### src/rtl/ccff_bitstream_loader_pkg.sv
// Shared types and helpers for the configuration-chain bitstream loader.
package ccff_pkg;

  typedef enum logic [1:0] {
    IDLE = 2'd0,
    LOAD = 2'd1,
    DONE = 2'd2
  } ccff_state_t;

  // Ceiling log2 used to size counters from elaboration-time constants.
  function automatic int clog2(input int value);
    int r;
    int v;
    r = 0;
    v = value - 1;
    while (v > 0) begin
      r++;
      v = v >> 1;
    end
    return r;
  endfunction

endpackage

### src/rtl/ccff_bitstream_loader_if.sv
// Valid/ready word bus feeding configuration words into the loader.
interface ccff_bitstream_loader_if #(
  parameter int WORD_W = 8
) ();

  logic [WORD_W-1:0] word_data;
  logic              word_valid;
  logic              word_ready;

  modport master (output word_data, output word_valid, input word_ready);
  modport slave  (input word_data, input word_valid, output word_ready);

endinterface

### src/rtl/ccff_bitstream_loader_serializer.sv
// Word-to-bit serializer: accepts a word when empty, then shifts it out LSB first.
module ccff_word_serializer
  import ccff_pkg::*;
#(
  parameter int CHAIN_LEN = 8,
  parameter int WORD_W    = 8,
  parameter int BIT_W     = 4
) (
  input  logic                  prog_clk,
  input  logic                  pReset,
  input  logic                  active,
  input  logic                  flush,
  input  logic [BIT_W-1:0]      bit_cnt,
  ccff_bitstream_loader_if.slave wbus,
  output logic                  head,
  output logic                  shift_en
);

  localparam int SCW = clog2(WORD_W + 1);

  logic [WORD_W-1:0] sr;
  logic [SCW-1:0]    sr_cnt;
  logic [SCW-1:0]    load_cnt;
  logic              accept;
  int                remaining;

  // Ready only while empty; shift enable and head come straight from registers.
  assign wbus.word_ready = active && (sr_cnt == '0);
  assign shift_en        = active && (sr_cnt != '0);
  assign head            = shift_en & sr[0];
  assign accept          = wbus.word_ready & wbus.word_valid;

  // Bits to take from the next word: a full word, or only what the chain still needs.
  always_comb begin
    remaining = CHAIN_LEN - int'(bit_cnt);
    load_cnt  = SCW'(WORD_W);
    if (remaining < WORD_W) load_cnt = SCW'(remaining);
  end

  // Load on handshake, otherwise shift one bit per edge; pass end discards leftovers.
  always_ff @(posedge prog_clk or posedge pReset) begin
    if (pReset) begin
      sr     <= '0;
      sr_cnt <= '0;
    end else if (flush) begin
      sr_cnt <= '0;
    end else if (accept) begin
      sr     <= wbus.word_data;
      sr_cnt <= load_cnt;
    end else if (shift_en) begin
      sr     <= sr >> 1;
      sr_cnt <= sr_cnt - SCW'(1);
    end
  end

endmodule

### src/rtl/ccff_bitstream_loader.sv
// Configuration-chain loader: pass FSM, bit counter and optional verify comparator.
module ccff_bitstream_loader
  import ccff_pkg::*;
#(
  parameter int CHAIN_LEN = 8,
  parameter int WORD_W    = 8,
  parameter int CNT_W     = clog2(CHAIN_LEN + 1)
) (
  input  logic                  prog_clk,
  input  logic                  pReset,
  input  logic                  start,
  input  logic                  verify,
  ccff_bitstream_loader_if.slave wbus,
  output logic                  ccff_head,
  output logic                  ccff_shift_en,
  input  logic                  ccff_tail,
  output logic                  busy,
  output logic                  done,
  output logic [CNT_W-1:0]      err_cnt
);

  // bit_cnt must reach CHAIN_LEN even when err_cnt is narrower.
  localparam int BIT_W = clog2(CHAIN_LEN + 1);

  ccff_state_t      state;
  logic             vmode;
  logic [BIT_W-1:0] bit_cnt;
  logic             shift_en;
  logic             head;
  logic             last_shift;
  logic             mismatch;

  function automatic logic [CNT_W-1:0] sat_inc(input logic [CNT_W-1:0] v);
    return (&v) ? v : v + CNT_W'(1);
  endfunction

  assign ccff_head     = head;
  assign ccff_shift_en = shift_en;
  assign last_shift    = shift_en && (bit_cnt == BIT_W'(CHAIN_LEN - 1));
  assign mismatch      = vmode && (ccff_tail != head);

  ccff_word_serializer #(
    .CHAIN_LEN (CHAIN_LEN),
    .WORD_W    (WORD_W),
    .BIT_W     (BIT_W)
  ) u_ser (
    .prog_clk (prog_clk),
    .pReset   (pReset),
    .active   (state == LOAD),
    .flush    (last_shift),
    .bit_cnt  (bit_cnt),
    .wbus     (wbus),
    .head     (head),
    .shift_en (shift_en)
  );

  // Pass control: start from IDLE/DONE, count shifts, compare tail in verify mode.
  always_ff @(posedge prog_clk or posedge pReset) begin
    if (pReset) begin
      state   <= IDLE;
      vmode   <= 1'b0;
      bit_cnt <= '0;
      err_cnt <= '0;
      busy    <= 1'b0;
      done    <= 1'b0;
    end else begin
      case (state)
        IDLE, DONE: begin
          if (start) begin
            vmode   <= verify;
            bit_cnt <= '0;
            err_cnt <= '0;
            busy    <= 1'b1;
            done    <= 1'b0;
            state   <= LOAD;
          end
        end
        LOAD: begin
          if (shift_en) begin
            bit_cnt <= bit_cnt + BIT_W'(1);
            if (mismatch) err_cnt <= sat_inc(err_cnt);
            if (last_shift) begin
              busy  <= 1'b0;
              done  <= 1'b1;
              state <= DONE;
            end
          end
        end
        default: state <= IDLE;
      endcase
    end
  end

endmodule

### src/flat_wrapper.sv
// flat-port wrapper written by rule: the top's interface ports become plain ports
module ccff_bitstream_loader_flat import ccff_pkg::*;
#(
  parameter int CHAIN_LEN = 8,
  parameter int WORD_W    = 8,
  parameter int CNT_W     = clog2(CHAIN_LEN + 1)
)
  (prog_clk, pReset, start, verify, ccff_head, ccff_shift_en, ccff_tail, busy, done, err_cnt, wbus_word_data, wbus_word_valid, wbus_word_ready);
  ccff_bitstream_loader_if #(.WORD_W(WORD_W)) wbus_i ();
  input  logic prog_clk;
  input  logic pReset;
  input  logic start;
  input  logic verify;
  output logic ccff_head;
  output logic ccff_shift_en;
  input  logic ccff_tail;
  output logic busy;
  output logic done;
  output logic [CNT_W-1:0] err_cnt;
  input wire logic [$bits(wbus_i.word_data)-1:0] wbus_word_data;
  input wire logic [$bits(wbus_i.word_valid)-1:0] wbus_word_valid;
  output wire logic [$bits(wbus_i.word_ready)-1:0] wbus_word_ready;
  assign wbus_i.word_data = wbus_word_data;
  assign wbus_i.word_valid = wbus_word_valid;
  assign wbus_word_ready = wbus_i.word_ready;
  ccff_bitstream_loader #(.CHAIN_LEN(CHAIN_LEN), .WORD_W(WORD_W), .CNT_W(CNT_W)) u_core (.prog_clk(prog_clk), .pReset(pReset), .start(start), .verify(verify), .wbus(wbus_i), .ccff_head(ccff_head), .ccff_shift_en(ccff_shift_en), .ccff_tail(ccff_tail), .busy(busy), .done(done), .err_cnt(err_cnt));
endmodule
### config.mk
export PLATFORM = sky130hd
export DESIGN_NAME = ccff_bitstream_loader_flat
export DESIGN_NICKNAME = d
export VERILOG_FILES = /design/src/rtl/ccff_bitstream_loader_pkg.sv /design/src/rtl/ccff_bitstream_loader_if.sv /design/src/rtl/ccff_bitstream_loader_serializer.sv /design/src/rtl/ccff_bitstream_loader.sv /design/src/flat_wrapper.sv
export SDC_FILE = /design/constraint.sdc
export NUM_CORES = 1
export LEC_CHECK = 0
export ABC_CLOCK_PERIOD_IN_PS = 3060
export BUFFER_PORTS_ARGS = -buffer_cell sky130_fd_sc_hd__buf_2
export CORE_UTILIZATION = 40
export CTS_CLUSTER_SIZE = 40
export DETAILED_ROUTE_END_ITERATION = 16
export GPL_ROUTABILITY_DRIVEN = 0
export PLACE_DENSITY_LB_ADDON = 0.08
export SLEW_MARGIN = 20
export SYNTH_ARGS = -nofsm -noshare
export SYNTH_HDL_FRONTEND = slang
export SYNTH_HIERARCHICAL = 1
export SYNTH_SLANG_ARGS = --single-unit
### constraint.sdc
create_clock -name prog_clk -period 3.06 [get_ports prog_clk]
set_input_delay 0.306 -clock prog_clk [delete_from_list [all_inputs] [get_ports prog_clk]]
set_output_delay 0.306 -clock prog_clk [all_outputs]
set_load 0.02 [all_outputs]
Yosys cells after proc, flatten, opt, wreduce, memory -nomap -nowiden
Index checks and enable logic that the tools add are counted. Widths: inputs -> output; s select.

Bits in registers: 25. Latch bits: 0. Bits in writable memories: 0. Memory bits (read-only): 0. Word-level logic and storage cells: 68. Memories kept: 0.

Add/subtract/negate cells: 4. $mul: 0. Divide/modulo/power cells: 0. Magnitude comparators: 1. Eq/ne operators: 9. Shifts and indexed selects: 0. Multiplexer cells: 25. Bitwise operators: 3. Reductions and logical operators: 18.

Operators with widths (count): $mux 4 (9); $mux 8 (2); $pmux 4 s2 (2); $add 4x1->4 const B (2); $reduce_and 4->1 (2); $mux 1 (6); $mux 2 (3); $ne 2x1->1 const B (3); $reduce_and 3->1 (2); $lt 5x5->1 const B (1); $reduce_and 5->1 (1); $sub 4x4->5 const A (1); $eq 4x3->1 const B (1); $logic_and 1x1->1 (4); $logic_not 4->1 (1); $ne 2x2->1 const B (2); $pmux 1 s2 (2); $pmux 2 s2 (1); $reduce_and 2->1 (2); $reduce_bool 2->1 (2); $reduce_bool 4->1 (1); $sub 4x1->4 const B (1); $reduce_bool 3->1 (1); $and 1x1->1 (2); other kinds (6) (6).

Depth between registers and ports, before layout
Gate-level depths: netlist of the first run.

Word-level depth: 8. Mapped depth: 11. Gate-level depth less buffers: 8.

Cells and area by module
Netlist of the first run, hierarchy kept.

Modules (own cells, without submodules): ccff_word_serializer (times used 1, cells an instance 98, area an instance 849.6 µm², sequential area each 300.3 µm²); ccff_bitstream_loader (times used 1, cells an instance 70, area an instance 693.2 µm², sequential area each 325.3 µm²).

Worst setup path after synthesis of the first run
Ideal clock, no wire load.

Path kind: register to register. Start: register u_core.u_ser.sr_cnt[0]. End: register u_core.u_ser.sr[7]. Library setup time: 0.132 ns. Arrival time: 2.471 ns. Data required time: 2.928 ns. Slack: 0.457 ns. Stages on the path, launching flop included: 12. Buffers on the path: 3. Clock period less this slack: 2.603 ns. Cell sequence: dfrtp_1 > inv_1 > ha_1 > or3b_1 > and2_1 > buf_4 > and4b_1 > nor2b_1 > clkbuf_1 > and2_4 > buf_6 > o32ai_1.

Longest elaborated chain between the ends: 5. Elaborated cells between the ends (all ways): 10. Classes of those cells: mux: 1; bitwise: 2; reduce/logical: 7.

Ends and longest elaborated chain: start: declaration (line ccff_bitstream_loader_serializer.sv:22) `logic [SCW-1:0] sr_cnt;`; start signal: assignment (line ccff_bitstream_loader_serializer.sv:49) `sr_cnt <= load_cnt;`; start signal: assignment (line ccff_bitstream_loader_serializer.sv:52) `sr_cnt <= sr_cnt - SCW'(1);`; $reduce_bool 4->1 (line ccff_bitstream_loader_serializer.sv:29) `assign shift_en = active && (sr_cnt != '0);`; $logic_and 1x1->1 (line ccff_bitstream_loader_serializer.sv:29); via ccff_shift_en (line flat_wrapper.sv:15) `output logic ccff_shift_en;`; $logic_and 1x1->1 (line ccff_bitstream_loader.sv:39) `assign last_shift = shift_en && (bit_cnt == BIT_W'(CHAIN_LEN - 1));`; via u_core.last_shift (line ccff_bitstream_loader.sv:30) `logic last_shift;`; $not 1->1 (no line); $reduce_and 2->1 (no line); end signal: assignment (line ccff_bitstream_loader_serializer.sv:48) `sr <= wbus.word_data;`; end signal: assignment (line ccff_bitstream_loader_serializer.sv:51) `sr <= sr >> 1;`; end: declaration (line ccff_bitstream_loader_serializer.sv:21) `logic [WORD_W-1:0] sr;`.

The timed path passes the listed nets, and every way through them passes these cells. A chain may end at the register's enable or synchronous reset.

Worst setup path after layout of the first run
Start: register u_core.u_ser.sr_cnt[0]. End: register u_core.u_ser.sr[3].

Longest elaborated chain between the ends: 5. Elaborated cells between the ends (all ways): 10. Classes of those cells: mux: 1; bitwise: 2; reduce/logical: 7.

Ends and longest elaborated chain (line): $reduce_bool 4->1 (ccff_bitstream_loader_serializer.sv:29); $logic_and 1x1->1 (ccff_bitstream_loader_serializer.sv:29); $logic_and 1x1->1 (ccff_bitstream_loader.sv:39); via u_core.last_shift (ccff_bitstream_loader.sv:30); $not 1->1 (no line); $reduce_and 2->1 (no line).

The timed path passes the listed nets, and every way through them passes these cells.

==> results of run 1 <==
-- cell type report --
class                      count  area share, %
multi-input combinational    120           47.0
sequential                    25           36.7
timing repair buffer          23           6.90
tap                           48           3.52
inverter                      14           3.08
clock buffer                   3           2.42
clock inverter                 1          0.440
-- Yosys cell counts (all sizes together), types with 2 or more instances --
library cell / number / share of area [%]
a32o: 2 / 1.3
and2: 4 / 1.8
xor2: 3 / 1.7
dfrtp: 25 / 41
nor2b: 3 / 1.7
clkbuf: 2 / 0.49
nand2: 11 / 2.7
o211ai: 2 / 0.97
nor4: 2 / 0.81
a31oi: 8 / 3.2
nand2b: 2 / 0.81
nor4b: 2 / 1.1
mux2i: 3 / 1.9
and4b: 2 / 1.3
buf: 7 / 3.6
nand3: 13 / 4.5
o21ai: 10 / 3.2
ha: 5 / 4.1
a21oi: 12 / 3.9
inv: 14 / 3.4
and3: 4 / 2.3
nor2: 11 / 2.7
-- kinds of logic after synthesis --
| kind of cell | after synthesis | synth area share (%) |
|---|---|---|
| simple gates | 64 | 25.4 |
| compound gates | 44 | 18.2 |
| buf+inv | 23 | 7.54 |
| xor+xnor | 4 | 2.27 |
| flops | 25 | 40.6 |
| fa+ha+maj | 5 | 4.06 |
| mux | 3 | 1.95 |
-- through the flow --
step                      power [mW]  setup slack, ps  hold WS [ps]  cell area, um^2  util [%]
final                           1.60              376          48.2             1710      46.2
after global routing            1.75              205          75.5             1710      46.2
after CTS                       1.62              389          55.6             1710      46.2
after detailed placement        1.41              425           361             1660      44.9
after global placement          1.39              533           349             1660      44.9
after floorplan                 1.26              457           171             1540         -
-- power by group --
group,switching (mW),total [mW],internal [mW]
clock network,0.110,0.202,0.0923
registers,0.137,0.601,0.464
logic,0.444,0.799,0.355
-- how the worst min path moves through the flow --
stage	startpoint	endpoint	slack, ps
6_report	pReset	u_core/u_ser/sr[4]$_DFFE_PP0P_	50
5_1_grt	pReset	u_core/err_cnt[0]$_DFFE_PP0P_	80
4_1_cts	pReset	u_core/u_ser/sr[5]$_DFFE_PP0P_	60
3_5_place_dp	pReset	u_core/u_ser/sr[5]$_DFFE_PP0P_	360
3_3_place_gp	pReset	u_core/u_ser/sr[6]$_DFFE_PP0P_	350
2_1_floorplan	pReset	u_core/u_ser/sr[0]$_DFFE_PP0P_	170
-- sequential cells by signal, indices dropped and copies added (netlist names) --
name and cells:
u_core/err_cnt 4, u_core/done 1, u_core/vmode 1, u_core/u_ser/sr_cnt 4, u_core/u_ser/sr 8, u_core/state 2
u_core/bit_cnt 4, u_core/busy 1
-- layout by cell type, fill, tap and decap left out, types with 2 or more instances in the layout --
cell type  netlist  routed
a21oi_1         12      12
o21ai_0         10      10
and3_4           2       2
and2_1           3       3
o211ai_1         2       2
a31oi_1          8       8
nor4b_1          2       2
and3_1           2       2
mux2i_1          3       3
xor2_1           3       3
dfrtp_1         25      25
and4b_1          2       2
nor2b_1          2       2
a32o_1           2       2
nand2b_1         2       2
buf_2            3      22
inv_1           14      14
clkbuf_8         0       3
ha_1             5       5
nor2_1          11      11
nand2_1         11      11
nand3_1         12      12
nor4_1           2       2
-- routing by layer --
| metal | vias up | GRT usage, % |
|---|---|---|
| met1 | 594 | 24.2 |
| li1 | 645 | - |
| met5 | - | 0 |
| met3 | 2 | 2.32 |
| met4 | 0 | 5.00 |
| met2 | 24 | 27.9 |
-- critical path, delay by kind of cell (launching register included) --
kind / cells / cell delay (ps)
AOI/OAI and AO/OA: 2 / 210
adders and majority gates: 1 / 230
DFF: 1 / 430
buffers and inverters: 2 / 300
and+or+nand+nor: 4 / 1440
==> impl_metrics.yaml, run 1 <==
global_route:
  grt_overflow: 0
  track_usage_pct: 17.3
  antenna_found_initial: 0
  grt_max_degree: 19
  grt_pass1_vias: 1177
  grt_pass1_wl_um: 5530
sta:
  worstMarginPinSlew_ps: 502
  slew_violations: 0
  setup_tns_ps: 0
  hold_violations: 0
  max_freq_ghz: 0.373
  fin_skew_ps: 3.61
  rsz0062_at_grt: "false"
  setup_violations: 0
  period_share_pct: 87.7
  min_period_ps: 2680
  maxSlewHeadroom_pct: 66.5
routing:
  drt_iter0_drc: 99
  first_pass_iters: 4
  dr_wl_met3_um: 111
  ant_nets: 0
  vias_per_cell: 5.41
  post_drt_wl_per_cell_um: 13.9
  vias: 1265
  wl_met2_um: 1560
  drt-met1-wl_um: 1550
  routed_wl_um: 3250
  drc: 0
  routed.top_layer: "met4"
setup_path:
  critPathArrivalTime_ps: 2880
  critical_path_required_ps: 3250
  cp_slowest_stage_delay_ps: 440
  worstReg2RegStart: "u_core/u_ser/sr_cnt[0]$_DFFE_PP0P_"
  startpoint: "u_core/u_ser/sr_cnt[0]$_DFFE_PP0P_"
  slowest_stage: "or3b_1"
  crit_path_end_kind: "flop"
  crit_chain: "inv_1 > ha_1 > or3b_1 > and2_1 > and4b_1 > nor2b_1 > buf_4 > a21oi_1 > a31oi_1"
  start_kind: "flop"
  r2r-end: "u_core/u_ser/sr[3]$_DFFE_PP0P_"
  crit_end: "u_core/u_ser/sr[3]$_DFFE_PP0P_"
  r2r_setup_slack_ps: 380
  crit_type: "flop to flop"
  r2r.worst_path.cells: 9
  critPathMaxFanout: 11
die:
  core_area_mm2: 0.00369
  die_w_um: 64.1
  row_count: 22
  pin_count: 23
  die_y_um: 64.1
  die_area_mm2: 0.00411
  start_util_pct: 41.8
clocking:
  clock_tree.buffer_depth: 2
  clock-sinks: 25
  cts-htree-levels: 1
  clkTransAtPathRegs_ps: 90
  cts_tree: "built"
  cts_resized: 0
  hold_buffers: 0
  post_cts_buffers: 0
  clk_latency_ps: 270
  cts_buffers: 3
  root_buffer: "clkbuf_8"
run_status:
  outcome: "complete, no violations"
place:
  port_buffers: 22
  dp_cells: 230
  hpwl_um: 2370
power:
  vdd_drop_max_v: 0.000389
  p_leak_nw: 0.776
  power_density_mw_per_mm2: 939
synth:
  mappedNetlistNets: 187
  synth_cells: 168
  synth-main-ff-cell: "dfrtp_1"
  ys_seq_area_share_pct: 40.6
  synth.distinct_cells: 49
  synth_area_mm2: 0.00154
  ys_seq_elements: 25
  synth_warnings: 6
  synthArstFlopShare_pct: 100
  synth.avg_cell_area_um2: 9.18
  synth_edf_count: 0
final_layout:
  fin_cells: 234
  syn2layout_area_growth_pct: 10.5
  multiInputGateArea_um2: 801
  drive_gt1_share_pct: 18.3
  nets: 206
  nFillCells: 388
  seq_area_um2: 626
  antenna_cells: 0
flow_run:
  drv_cap: 0
hold_path:
  hold_path.class: "input pin to asynchronous set/reset pin"
Note: power is estimated with default switching activity, not from simulation.
==> run 2, diff against run 1 <==
--- a/config.mk
+++ b/config.mk
@@ -7,7 +7,7 @@
 export LEC_CHECK = 0
 export ABC_CLOCK_PERIOD_IN_PS = 3060
 export BUFFER_PORTS_ARGS = -buffer_cell sky130_fd_sc_hd__buf_2
-export CORE_UTILIZATION = 40
+export CORE_UTILIZATION = 49
 export CTS_CLUSTER_SIZE = 40
 export DETAILED_ROUTE_END_ITERATION = 16
 export GPL_ROUTABILITY_DRIVEN = 0
==> impl_metrics.yaml, run 2 (same netlist as run 1, synthesis figures left out) <==
sta:
  setup_slack_ps: 454
  setup_tns_ps: 0
  period_share_pct: 85.2
  maxSlewHeadroom_pct: 67.6
  fin_skew_ps: 6.77
  max_freq_ghz: 0.384
  worstMarginPinSlew_ps: 473
  hold_violations: 0
  rsz0062_at_grt: "false"
  min_period_ps: 2610
  slew_violations: 0
  setup_violations: 0
setup_path:
  critPathArrivalTime_ps: 2810
  crit_path_end_kind: "flop"
  cp.depth: 9
  critical_path_required_ps: 3270
  cp_slowest_stage_delay_ps: 450
  start_kind: "flop"
  r2r-end: "u_core/u_ser/sr[7]$_DFFE_PP0P_"
  worst_path_dominant_cell_family: "simple AND/OR/NAND/NOR gates"
  r2r.worst_path.cells: 9
  slowest_stage: "dfrtp_1"
  worstReg2RegStart: "u_core/u_ser/sr_cnt[0]$_DFFE_PP0P_"
  crit_chain: "inv_1 > ha_1 > or3b_1 > and2_1 > and4b_1 > nor2b_1 > buf_4 > and2_4 > o32ai_1"
  crit_type: "flop to flop"
  r2r_setup_slack_ps: 450
  critPathMaxFanout: 11
  worst-path-buf-inv: 2
clocking:
  cts_resized: 0
  root_buffer: "clkbuf_4"
  cts_buffers: 3
  clock_tree.buffer_depth: 2
  clkTransAtPathRegs_ps: 140
  clk_latency_ps: 320
  hold_buffers: 1
  cts-htree-levels: 1
  clock-sinks: 25
  post_cts_buffers: 0
  cts_tree: "built"
final_layout:
  antenna_cells: 0
  fin_cells: 229
  drive_gt1_share_pct: 18.2
  largest_reg_flops: 8
  layout_commonest_cell: "dfrtp_1"
  final_core_util_pct: 58.7
  regMostFlops: "u_core/u_ser/sr"
  final_cell_mix: "25 x dfrtp_1, 22 x buf_2, 14 x inv_1"
  syn2layout_area_growth_pct: 9.49
  nets: 207
place:
  dp_cells: 224
  port_buffers: 22
  dp_slack_ps: 485
  hpwl_um: 2370
die:
  start_util_pct: 53.6
  core_area_mm2: 0.00288
  die_w_um: 58.1
  row_count: 19
  pin_count: 23
  die_area_mm2: 0.00338
  die_y_um: 58.1
hold_path:
  hp-start: "verify"
  worstHoldEndpoint: "u_core/vmode$_DFFE_PP0P_"
  hold_path.class: "input pin to flop"
  min_delay_path_depth: 3
routing:
  routed_wl_um: 3270
  post_drt_wl_per_cell_um: 14.3
  vias: 1320
  ant_nets: 0
  drt_iter0_drc: 74
  vias_per_cell: 5.76
  drc: 0
  first_pass_iters: 5
run_status:
  outcome: "complete, no violations"
global_route:
  grt_overflow: 0
  antenna_found_initial: 0
  track_usage_pct: 21.4
  grt_pass1_wl_um: 5560
  grt_pass1_vias: 1216
  grt_max_degree: 19
power:
  power_density_mw_per_mm2: 930
  vdd_drop_max_v: 0.000527
  fin_total_pwr_mw: 1.57
  p_leak_nw: 0.772
flow_run:
  drv_cap: 0
==> run 2: changes by cell type in the layout (fill, tap and decap cells not counted), sizes merged <==
| cell | previous run | this run |
|---|---|---|
| dlygate4sd3 | 0 | 1 |
==> run 2: where the power goes <==
group	internal, mW	switching [mW]
logic	0.358	0.456
registers	0.463	0.143
clock network	0.0498	0.101
==> run 2: worst max path at each step <==
| stage | from | end | slack [ps] |
|---|---|---|---|
| floorplan | u_core/u_ser/sr_cnt[0]$_DFFE_PP0P_ | u_core/u_ser/sr[7]$_DFFE_PP0P_ | 460 |
| CTS | u_core/u_ser/sr_cnt[0]$_DFFE_PP0P_ | u_core/u_ser/sr[7]$_DFFE_PP0P_ | 460 |
| finish | u_core/u_ser/sr_cnt[0]$_DFFE_PP0P_ | u_core/u_ser/sr[7]$_DFFE_PP0P_ | 450 |
| global placement | u_core/u_ser/sr_cnt[0]$_DFFE_PP0P_ | u_core/u_ser/sr[7]$_DFFE_PP0P_ | 590 |
| detailed placement | u_core/u_ser/sr_cnt[0]$_DFFE_PP0P_ | u_core/u_ser/sr[7]$_DFFE_PP0P_ | 480 |
| global route | u_core/u_ser/sr_cnt[0]$_DFFE_PP0P_ | u_core/u_ser/sr[3]$_DFFE_PP0P_ | 260 |
==> run 2: final cells by class <==
cell class	instances	area [um^2]
clock inverter	1	7.51
clock buffer	3	22.5
multi-input combinational	120	801
timing repair buffer	24	128
sequential	25	626
fill	262	1190
inverter	14	52.6
tap	42	52.6
==> run 2: layer usage <==
metal	track usage, %	vias to the layer above	share of wire, %
met5	0	-	0
met4	8.84	0	1.6
met3	2.90	6	4.9
met2	32.7	46	48
met1	30.4	624	45
li1	-	644	-
==> run 2: tightest hold or removal path, delay by kind of cell <==
family | cells | cell delay, ps
and+or+nand+nor | 2 | 90
buffers and inverters | 1 | 80
==> run 2: through the flow <==
| stage | hold WS (ps) | cell area, um^2 |
|---|---|---|
| floorplan | 171 | 1540 |
| global placement | 343 | 1650 |
| detailed placement | 343 | 1650 |
| CTS | 176 | 1690 |
| global route | 166 | 1690 |
| finish | 180 | 1690 |
